==> config.mk <==
export PLATFORM = sky130hd
export DESIGN_NAME = sha_msg_sched
export DESIGN_NICKNAME = d
export VERILOG_FILES = /design/src/rtl/sha_msg_sched.sv
export SDC_FILE = /design/constraint.sdc
export NUM_CORES = 2
export LEC_CHECK = 0
export CAP_MARGIN = 20
export CELL_PAD_IN_SITES_DETAIL_PLACEMENT = 1
export CELL_PAD_IN_SITES_GLOBAL_PLACEMENT = 1
export CORE_MARGIN = 4
export CORE_UTILIZATION = 46
export CTS_CLUSTER_SIZE = 10
export DETAILED_ROUTE_END_ITERATION = 7
export PLACE_DENSITY = 0.82
export SYNTH_ARGS = -nofsm -noshare
export SYNTH_HDL_FRONTEND = slang
export SYNTH_SLANG_ARGS = --single-unit
==> constraint.sdc <==
create_clock -name clk -period 15.71 [get_ports clk]
set_input_delay 3.142 -clock clk [delete_from_list [all_inputs] [get_ports clk]]
set_output_delay 3.142 -clock clk [all_outputs]
set_load 0.05 [all_outputs]
==> src/rtl/sha_msg_sched.sv <==
// SHA-256/384/512 message schedule: loads one 16-word block, then streams W_t with round index.
// Output register holds W_t under backpressure; one W_t per cycle when wt_ready stays high.
module sha_msg_sched (
  input  logic        clk,
  input  logic        resetn,
  input  logic        hash_size,
  input  logic        start,
  input  logic        blk_valid,
  output logic        blk_ready,
  input  logic [63:0] blk_word,
  output logic        wt_valid,
  input  logic        wt_ready,
  output logic [63:0] wt_out,
  output logic [6:0]  cnt,
  output logic        busy,
  output logic        done
);

  localparam int NWORDS = 16;

  typedef enum logic [1:0] {IDLE, LOAD, EXPAND} state_t;

  state_t      state_q;
  logic        hs_q;
  logic [3:0]  ld_idx_q;
  logic        blk_ready_q;
  logic        wt_valid_q;
  logic [63:0] wt_out_q;
  logic [6:0]  cnt_q;
  logic        busy_q;
  logic        done_q;
  logic [63:0] sched_q [NWORDS];

  function automatic logic [31:0] sig0_32(input logic [31:0] x);
    return ((x >> 7) | (x << 25)) ^ ((x >> 18) | (x << 14)) ^ (x >> 3);
  endfunction

  function automatic logic [31:0] sig1_32(input logic [31:0] x);
    return ((x >> 17) | (x << 15)) ^ ((x >> 19) | (x << 13)) ^ (x >> 10);
  endfunction

  function automatic logic [63:0] sig0_64(input logic [63:0] x);
    return ((x >> 1) | (x << 63)) ^ ((x >> 8) | (x << 56)) ^ (x >> 7);
  endfunction

  function automatic logic [63:0] sig1_64(input logic [63:0] x);
    return ((x >> 19) | (x << 45)) ^ ((x >> 61) | (x << 3)) ^ (x >> 6);
  endfunction

  logic        load_hs;
  logic        exp_hs;
  logic [6:0]  last_idx;
  logic [6:0]  t_nxt;
  logic [3:0]  i_nxt;
  logic [63:0] w2, w7, w15, w16, w_nxt;

  assign load_hs  = (state_q == LOAD) && blk_valid && blk_ready_q;
  assign exp_hs   = (state_q == EXPAND) && wt_valid_q && wt_ready;
  assign last_idx = hs_q ? 7'd79 : 7'd63;

  // Circular buffer: entry t mod 16 holds W_{t-16} until W_t replaces it.
  always_comb begin
    t_nxt = cnt_q + 7'd1;
    i_nxt = t_nxt[3:0];
    w2    = sched_q[i_nxt - 4'd2];
    w7    = sched_q[i_nxt - 4'd7];
    w15   = sched_q[i_nxt - 4'd15];
    w16   = sched_q[i_nxt];
    if (t_nxt < 7'd16) begin
      w_nxt = w16;
    end else if (hs_q) begin
      w_nxt = sig1_64(w2) + w7 + sig0_64(w15) + w16;
    end else begin
      w_nxt = {32'd0, sig1_32(w2[31:0]) + w7[31:0] + sig0_32(w15[31:0]) + w16[31:0]};
    end
  end

  logic        sched_we;
  logic [3:0]  sched_wa;
  logic [63:0] sched_wd;

  always_comb begin
    sched_we = 1'b0;
    sched_wa = ld_idx_q;
    sched_wd = hs_q ? blk_word : {32'd0, blk_word[31:0]};
    if (load_hs) begin
      sched_we = 1'b1;
    end else if (exp_hs && (cnt_q != last_idx)) begin
      sched_we = 1'b1;
      sched_wa = i_nxt;
      sched_wd = w_nxt;
    end
  end

  always_ff @(posedge clk) begin
    if (sched_we) sched_q[sched_wa] <= sched_wd;
  end

  always_ff @(posedge clk or negedge resetn) begin
    if (!resetn) begin
      state_q     <= IDLE;
      hs_q        <= 1'b0;
      ld_idx_q    <= 4'd0;
      blk_ready_q <= 1'b0;
      wt_valid_q  <= 1'b0;
      wt_out_q    <= 64'd0;
      cnt_q       <= 7'd0;
      busy_q      <= 1'b0;
      done_q      <= 1'b0;
    end else begin
      done_q <= 1'b0;
      case (state_q)
        IDLE: begin
          if (start) begin
            hs_q        <= hash_size;
            ld_idx_q    <= 4'd0;
            blk_ready_q <= 1'b1;
            busy_q      <= 1'b1;
            state_q     <= LOAD;
          end
        end
        LOAD: begin
          if (load_hs) begin
            ld_idx_q <= ld_idx_q + 4'd1;
            if (ld_idx_q == 4'd15) begin
              // W_0 was written on the first handshake, so it is already in the buffer.
              blk_ready_q <= 1'b0;
              wt_valid_q  <= 1'b1;
              wt_out_q    <= sched_q[0];
              cnt_q       <= 7'd0;
              state_q     <= EXPAND;
            end
          end
        end
        EXPAND: begin
          if (exp_hs) begin
            if (cnt_q == last_idx) begin
              wt_valid_q <= 1'b0;
              done_q     <= 1'b1;
              busy_q     <= 1'b0;
              state_q    <= IDLE;
            end else begin
              wt_out_q <= w_nxt;
              cnt_q    <= t_nxt;
            end
          end
        end
        default: state_q <= IDLE;
      endcase
    end
  end

  assign blk_ready = blk_ready_q;
  assign wt_valid  = wt_valid_q;
  assign wt_out    = wt_out_q;
  assign cnt       = cnt_q;
  assign busy      = busy_q;
  assign done      = done_q;

endmodule

== Word level (Yosys, flattened, before mapping) ==
Memories as Yosys holds them, arrays and structs flattened.
Cells that the tools add are included.

* $add $sub $neg: 11
* $lt $le $gt $ge: 1
* Equal/unequal tests: 11
* Multiplexer cells: 44
* Bitwise logic cells: 16
* Reductions and logical operators: 16

{| class="wikitable"
|+ Operator list
! operator !! number
|-
| 2-to-1 mux 64 bit || 9
|-
| adder 64 bit || 3
|-
| case mux 64 bit (2 select lines) || 1
|-
| XOR 64 bit || 2
|-
| adder 32 bit || 3
|-
| bitwise OR 3 x 64 -> 64 bit || 1
|-
| bitwise OR 45 x 64 -> 64 bit || 1
|-
| bitwise OR 56 x 64 -> 64 bit || 1
|-
| bitwise OR 63 x 64 -> 64 bit || 1
|-
| XOR 32 bit || 2
|-
| XOR 64 x 57 -> 64 bit || 1
|-
| XOR 64 x 58 -> 64 bit || 1
|-
| 2-to-1 mux 7 bit || 5
|-
| bitwise OR 13 x 32 -> 32 bit || 1
|-
| bitwise OR 14 x 32 -> 32 bit || 1
|-
| bitwise OR 15 x 32 -> 32 bit || 1
|-
| bitwise OR 25 x 32 -> 32 bit || 1
|-
| XOR 32 x 22 -> 32 bit || 1
|-
| XOR 32 x 29 -> 32 bit || 1
|-
| 2-to-1 mux 4 bit || 4
|-
| AND reduction 5 bit || 3
|-
| 2-to-1 mux 1 bit || 14
|-
| case mux 7 bit (2 select lines) || 1
|-
| 2-to-1 mux 2 bit || 5
|-
| 22 further kinds || 35
|}

* Flip-flop bits (word level): 82
* Memory bits (writable): 1024
* Input bits: 70
* Output and inout bits: 75
* Logic and storage cells: 109
* Memories kept: 1

{| class="wikitable"
|+ Memory list
! name !! words !! width !! rd ports !! clocked after memory_dff !! write ports !! line !! text
|-
| sched_q || 16 || 64 || 5 || 0 || 1 || 32 || <nowiki>logic [63:0] sched_q [NWORDS];</nowiki>
|}

== Longest topological paths before layout ==
An unclocked memory read counts as a cell.

* Depth in word-level cells: 14
* Gate-level depth with buffers: 31
* Depth with buffers taken out: 25

== Worst setup path after synthesis ==
Ideal clock, no wire load.

* Path type: reg2reg
* Start point: register cnt_q[0], in the netlist cnt[0]
* End point: memory sched_q[0][19] (data pin)
* Setup time: 0.330 ns
* Arrival time: 8.222 ns
* Data required time: 15.380 ns
* Path slack: 7.158 ns
* Stages on the path, launching flop included: 31
* Buffers on the path: 6
* Clock period less this slack: 8.552 ns
* Path through: dfrtp_1 -> ha_1 -> xnor2_2 -> inv_2 -> clkbuf_1 -> ha_1 -> buf_2 -> clkbuf_1 -> clkbuf_1 -> buf_1 -> mux4_2 -> mux4_2 -> buf_2 -> xnor2_2 -> xor2_1 -> fa_1 -> inv_1 -> fa_1 -> inv_1 -> ha_1 -> fa_1 -> a211oi_1 -> or3_1 -> a311o_1 -> a21boi_0 -> o21ai_0 -> a21oi_1 -> o21ai_0 -> nand3_1 -> a22o_1 -> o21ai_0

* Longest elaborated chain between the ends: 13
* Elaborated cells between the ends (all ways): 34
* Those cells by class: add/sub (10); order compare (1); eq/ne (1); mux (4); bitwise (16); reduce/logical (1); memory (1)

{| class="wikitable"
|+ RTL lines
! what !! line !! text
|-
| from (decl) || 29 || <nowiki>logic [6:0] cnt_q;</nowiki>
|-
| from (signal assigned) || 144 || <nowiki>cnt_q <= t_nxt;</nowiki>
|-
| adder 7 x 1 -> 7 bit || 63 || <nowiki>t_nxt = cnt_q + 7'd1;</nowiki>
|-
| subtractor 4 x 2 -> 4 bit || 65 || <nowiki>w2 = sched_q[i_nxt - 4'd2];</nowiki>
|-
| memory (16 x 64 bit) || -- ||
|-
| bitwise OR 45 x 64 -> 64 bit (tied with other cells) || 47 || <nowiki>return ((x >> 19) | (x << 45)) ^ ((x >> 61) | (x << 3)) ^ (x >> 6);</nowiki>
|-
| XOR 64 bit or XOR 32 bit (tied branches) || 47, 39 ||
|-
| XOR 64 x 58 -> 64 bit or XOR 32 x 22 -> 32 bit (tied branches) || 47, 39 ||
|-
| adder 64 bit or adder 32 bit (tied branches) (3 in a row) || 72, 74 ||
|-
| 2-to-1 mux 64 bit || 71 || <nowiki>end else if (hs_q) begin</nowiki>
|-
| 2-to-1 mux 64 bit || 69 || <nowiki>if (t_nxt < 7'd16) begin</nowiki>
|-
| 2-to-1 mux 64 bit * || 88 || <nowiki>end else if (exp_hs && (cnt_q != last_idx)) begin</nowiki>
|-
| 2-to-1 mux 64 bit * || 86 || <nowiki>if (load_hs) begin</nowiki>
|-
| via sched_wd[19] || 80 || <nowiki>logic [63:0] sched_wd;</nowiki>
|-
| to (decl) || 32 ||
|}

The timed path passes the listed nets; every way through them passes the cells marked *.

== Worst setup path in the final report ==
* Start point: register cnt_q[0], in the netlist cnt[0]
* End point: memory sched_q[10][60] (data pin)

* Longest elaborated chain between the ends: 13
* Elaborated cells between the ends (all ways): 23
* Those cells by class: add/sub (7); order compare (1); eq/ne (1); mux (4); bitwise (8); reduce/logical (1); memory (1)

{| class="wikitable"
|+ RTL lines
! what !! line !! text
|-
| adder 7 x 1 -> 7 bit || 63 ||
|-
| subtractor 4 x 2 -> 4 bit || 65 ||
|-
| memory (16 x 64 bit) || -- ||
|-
| bitwise OR 45 x 64 -> 64 bit or bitwise OR 3 x 64 -> 64 bit (tied branches) || 47 ||
|-
| XOR 64 bit || 47 ||
|-
| XOR 64 x 58 -> 64 bit || 47 ||
|-
| adder 64 bit (3 in a row) || 72 || <nowiki>w_nxt = sig1_64(w2) + w7 + sig0_64(w15) + w16;</nowiki>
|-
| 2-to-1 mux 64 bit || 71 ||
|-
| 2-to-1 mux 64 bit || 69 ||
|-
| 2-to-1 mux 64 bit * || 88 ||
|-
| 2-to-1 mux 64 bit * || 86 ||
|-
| via sched_wd[60] || 80 ||
|}

Marks and branches as above.

==> key figures <==
Setup path
  • Crit path max-delay family: buffers and inverters
  • Crit path DAT: approximately 12 ns
  • Crit end category: flip-flop
  • Crit-path max FO: 62
  • Worst path max stage delay: approximately 0.9 ns
  • Crit path kind: reg -> reg
  • Crit-path most repeated cell: buf_4
  • Slowest cell on crit path: dfrtp_4
  • Reg2Reg Depth: 23
  • R2r startpoint: cnt[0]
  • R2r setup slk: 3.90 ns
  • R2r endpoint: sched_q[10][60]
  • Startpoint Class: flip-flop
  • Worst Path Buf+Inv: 5
  • Critical Path RT: ~16 ns
  • CP Cell Sequence: ha_4, buf_4, buf_4, buf_4, buf_4, mux4_2, and2_1, nor3_1, a21oi_1, xor2_1, xnor2_1, fa_1, inv_1, ha_1, nand4_1, or3_1, nor3_1, o211ai_1, a31oi_1, a21boi_0, o41ai_1, mux2_2, o22ai_1

Global route
  • Gr ovfl total: 0
  • Initial antenna violation count: 9
  • Vias in the first global route: roughly 56k
  • Overall Global Routing Usage: about a third
  • Global-route wire length before repair: around 410,000 µm
  • Largest net degree at the start of global routing: ~160

Timing
  • Endpoints failing hold: 0
  • Measured slew at the worst slew-check pin: ~1.2 ns
  • Final Max Tran Viols: 0
  • Final hold slack: 0.478 ns
  • Final setup vio count: 0
  • Fin crit period: ~12 ns
  • Final critical-path share of the clock period: 75.2%
  • Relative slew slack: 21.0%
  • Final setup TNS: 0 ns
  • RSZ-0062 raised after global routing: false
  • Achievable clock frequency: roughly 85 MHz
  • Final setup skew: a little under 0.04 ns

Synthesis
  • Top_reg_cell synth: edfxtp_1
  • Synthesized area per cell: approximately 14 µm²
  • Async S/R FF share, synth: roughly 7.4%
  • Synth Cell Area: roughly 75,000 µm²
  • Post-Syn Nets: a little under 6k
  • Post-Syn Instances: about 5.5k
  • Warnings from Yosys: 0
  • Synthesis-stage register bit count: roughly 1.1k
  • Seq/Total Area, Yosys: a little over two fifths
  • Yosys cell types: 89
  • Post-synth EDFFs: between 1k and 1.5k

Route
  • Vias: 55.0k
  • First-pass DRT Iterations: 7
  • Antenna-violating nets left: 0
  • Starting DRT DRC Count: 8,390
  • Remaining DRCs: 0
  • Avg WL per Cell: 36.5 µm
  • Drt via density: 7.05
  • WL final: between 200,000 and 300,000 µm

Floorplan
  • Num ports: 145
  • Row count: 147
  • Placeable Area: about 160,000 µm²
  • Die height: ~410 µm
  • Die Wd: 412 µm
  • Starting density of the core: roughly 46%
  • Die ar.: 169,000 µm²

Clock tree
  • Clock-pin transition on the worst setup and hold timing paths: around 0.06 ns
  • CTS max path bufs: 3
  • Later-pin clock latency in the skew report: ~0.80 ns
  • CTS HTree Levels: 4
  • PostCTS Resize Cnt: 0
  • CTS tree: built
  • # clock sinks: about 1.1k
  • Post-CTS setup buffer count: 0
  • Num CTS Buffers: ~140
  • Root Buffer: clkbuf_16
  • Hold-fix buffers, CTS: 0

Status
  • Outcome: complete, no violations

Pwr
  • Pwr/cell area: between 100 and 150 nW/µm²
  • Peak VDD IR: approximately 140 µV
  • Pleak: approximately 27 nW

Finish
  • Fraction of layout cells with a size suffix above 1: approximately 22%
  • Synth-to-Final Area Change: 10.5%
  • Nets: 5,881
  • Fillers: roughly 16k
  • Final instance area: 82,800 µm²
  • Final non-filler cell total: just under 8k

Placement
  • Final HPWL from detailed placement: between 150,000 and 200,000 µm
  • Placed cells: 7,539
  • PortBufs: 144
  • GPL Wtd Cong: around 1.0
  • Area post-placement: ~78,000 µm²

Worst hold path
  • Worst Hold End: wt_out[34]
  • Class of the worst hold path: reg -> reg
  • Hold Crit Depth: 2
  • Hold path start: wt_out[34]

Job
  • Max_cap viols: 0
layout make-up:
type	instances	area [µm²]	area share, %
Multi-Input combinational cell	3675	39200	47.4
Sequential cell	1106	32800	39.6
Clock buffer	217	3870	4.68
Tap cell	2160	2700	3.27
Timing Repair Buffer	291	2650	3.20
Inverter	314	1180	1.42
Clock inverter	26	293	0.354
Antenna cell	11	27.5	0.0333
power by group:
part	switching, mW	internal [mW]	total [mW]
Combinational	3.07	1.56	4.64
Sequential	0.230	3.62	3.85
Clock	1.29	1.71	3.00
Yosys cell counts, types with 146 or more instances:
| master | number | area [µm²] |
|---|---|---|
| edfxtp_1 | 1024 | 30700 |
| mux4_2 | 735 | 16600 |
| nand2_1 | 314 | 1180 |
| inv_1 | 312 | 1170 |
| a21oi_1 | 307 | 1540 |
| o21ai_0 | 271 | 1360 |
| xnor2_1 | 270 | 2360 |
| nor2_1 | 269 | 1010 |
| mux2i_1 | 195 | 1950 |
| fa_1 | 188 | 3760 |
| buf_2 | 152 | 761 |
| clkbuf_1 | 146 | 548 |
cell usage in the layout, fill, tap and decap left out, types with 29 or more instances in the layout:
master           Yosys  layout
a211oi_1            33      33
a21o_1              65      65
a21oi_1            307     304
a31oi_1             30      29
and2_1              36      35
and3_1              33      33
buf_4               61     132
clkbuf_1           146      68
clkbuf_16            0     139
clkdlybuf4s50_1      0     143
dfrtp_1             82      80
edfxtp_1          1024    1024
fa_1               188     188
ha_1                99      96
inv_1              312     312
mux2_2             123     123
mux2i_1            195     195
mux4_2             735     735
nand2_1            314     313
nand3_1             72      72
nand4_1             31      31
nor2_1             269     250
nor3_1              92      92
o211ai_1            35      35
o21a_1              59      59
o21ai_0            271     269
xnor2_1            270     269
xor2_1             137     136
layer usage:
layer	part of all wire, %	GRT usage [%]	wire, µm
met2	45	51.0	129000
met4	6.1	17.3	17400
met3	13	8.78	36100
met5	0.0081	0	23
met1	36	43.7	102000
through the flow:
step,utilization (%),power (mW),worst slack (ns)
floorplan,-,6.74,7.16
global placement,48.7,8.22,4.49
detailed placement,48.7,8.35,4.15
CTS,51.3,11.4,4.06
global route,51.4,11.9,3.24
finish,51.4,11.5,3.90
flip-flops by register name (all words and copies together), names as in the netlist:
name and count:
sched_q 1024, wt_out 64, cnt 7, ld_idx_q 4
state_q 2, blk_ready 1, busy 1, done 1
hs_q 1, wt_valid 1
worst max-delay path by stage:
stage	to	slack [ns]	from	depth (start not counted)
2_1_floorplan	sched_q[0][19]	7.16	cnt[0]	30
3_3_place_gp	sched_q[1][63]	4.49	cnt[0]	23
3_5_place_dp	sched_q[15][60]	4.15	cnt[0]	23
4_1_cts	sched_q[10][60]	4.06	cnt[0]	23
5_1_grt	sched_q[9][60]	3.24	cnt[0]	23
6_report	sched_q[10][60]	3.90	cnt[0]	23
worst min-delay path, cell delays in order (launching register included):
cell and delay, ns:
dfrtp_1 0.34, nand2_1 0.05, o21ai_0 0.06
cell families after synthesis:
kind of cell | after synthesis | synth area share (%)
XOR/XNOR | 418 | 5.01
flip-flops | 1106 | 43.8
adder cells (fa/ha/maj) | 287 | 6.68
multiplexers | 1054 | 26.6
AO/OA/AOI/OAI | 969 | 8.00
buffers and inverters | 709 | 4.20
AND/OR/NAND/NOR | 947 | 5.75
Note: power is estimated with default switching activity, not from simulation.
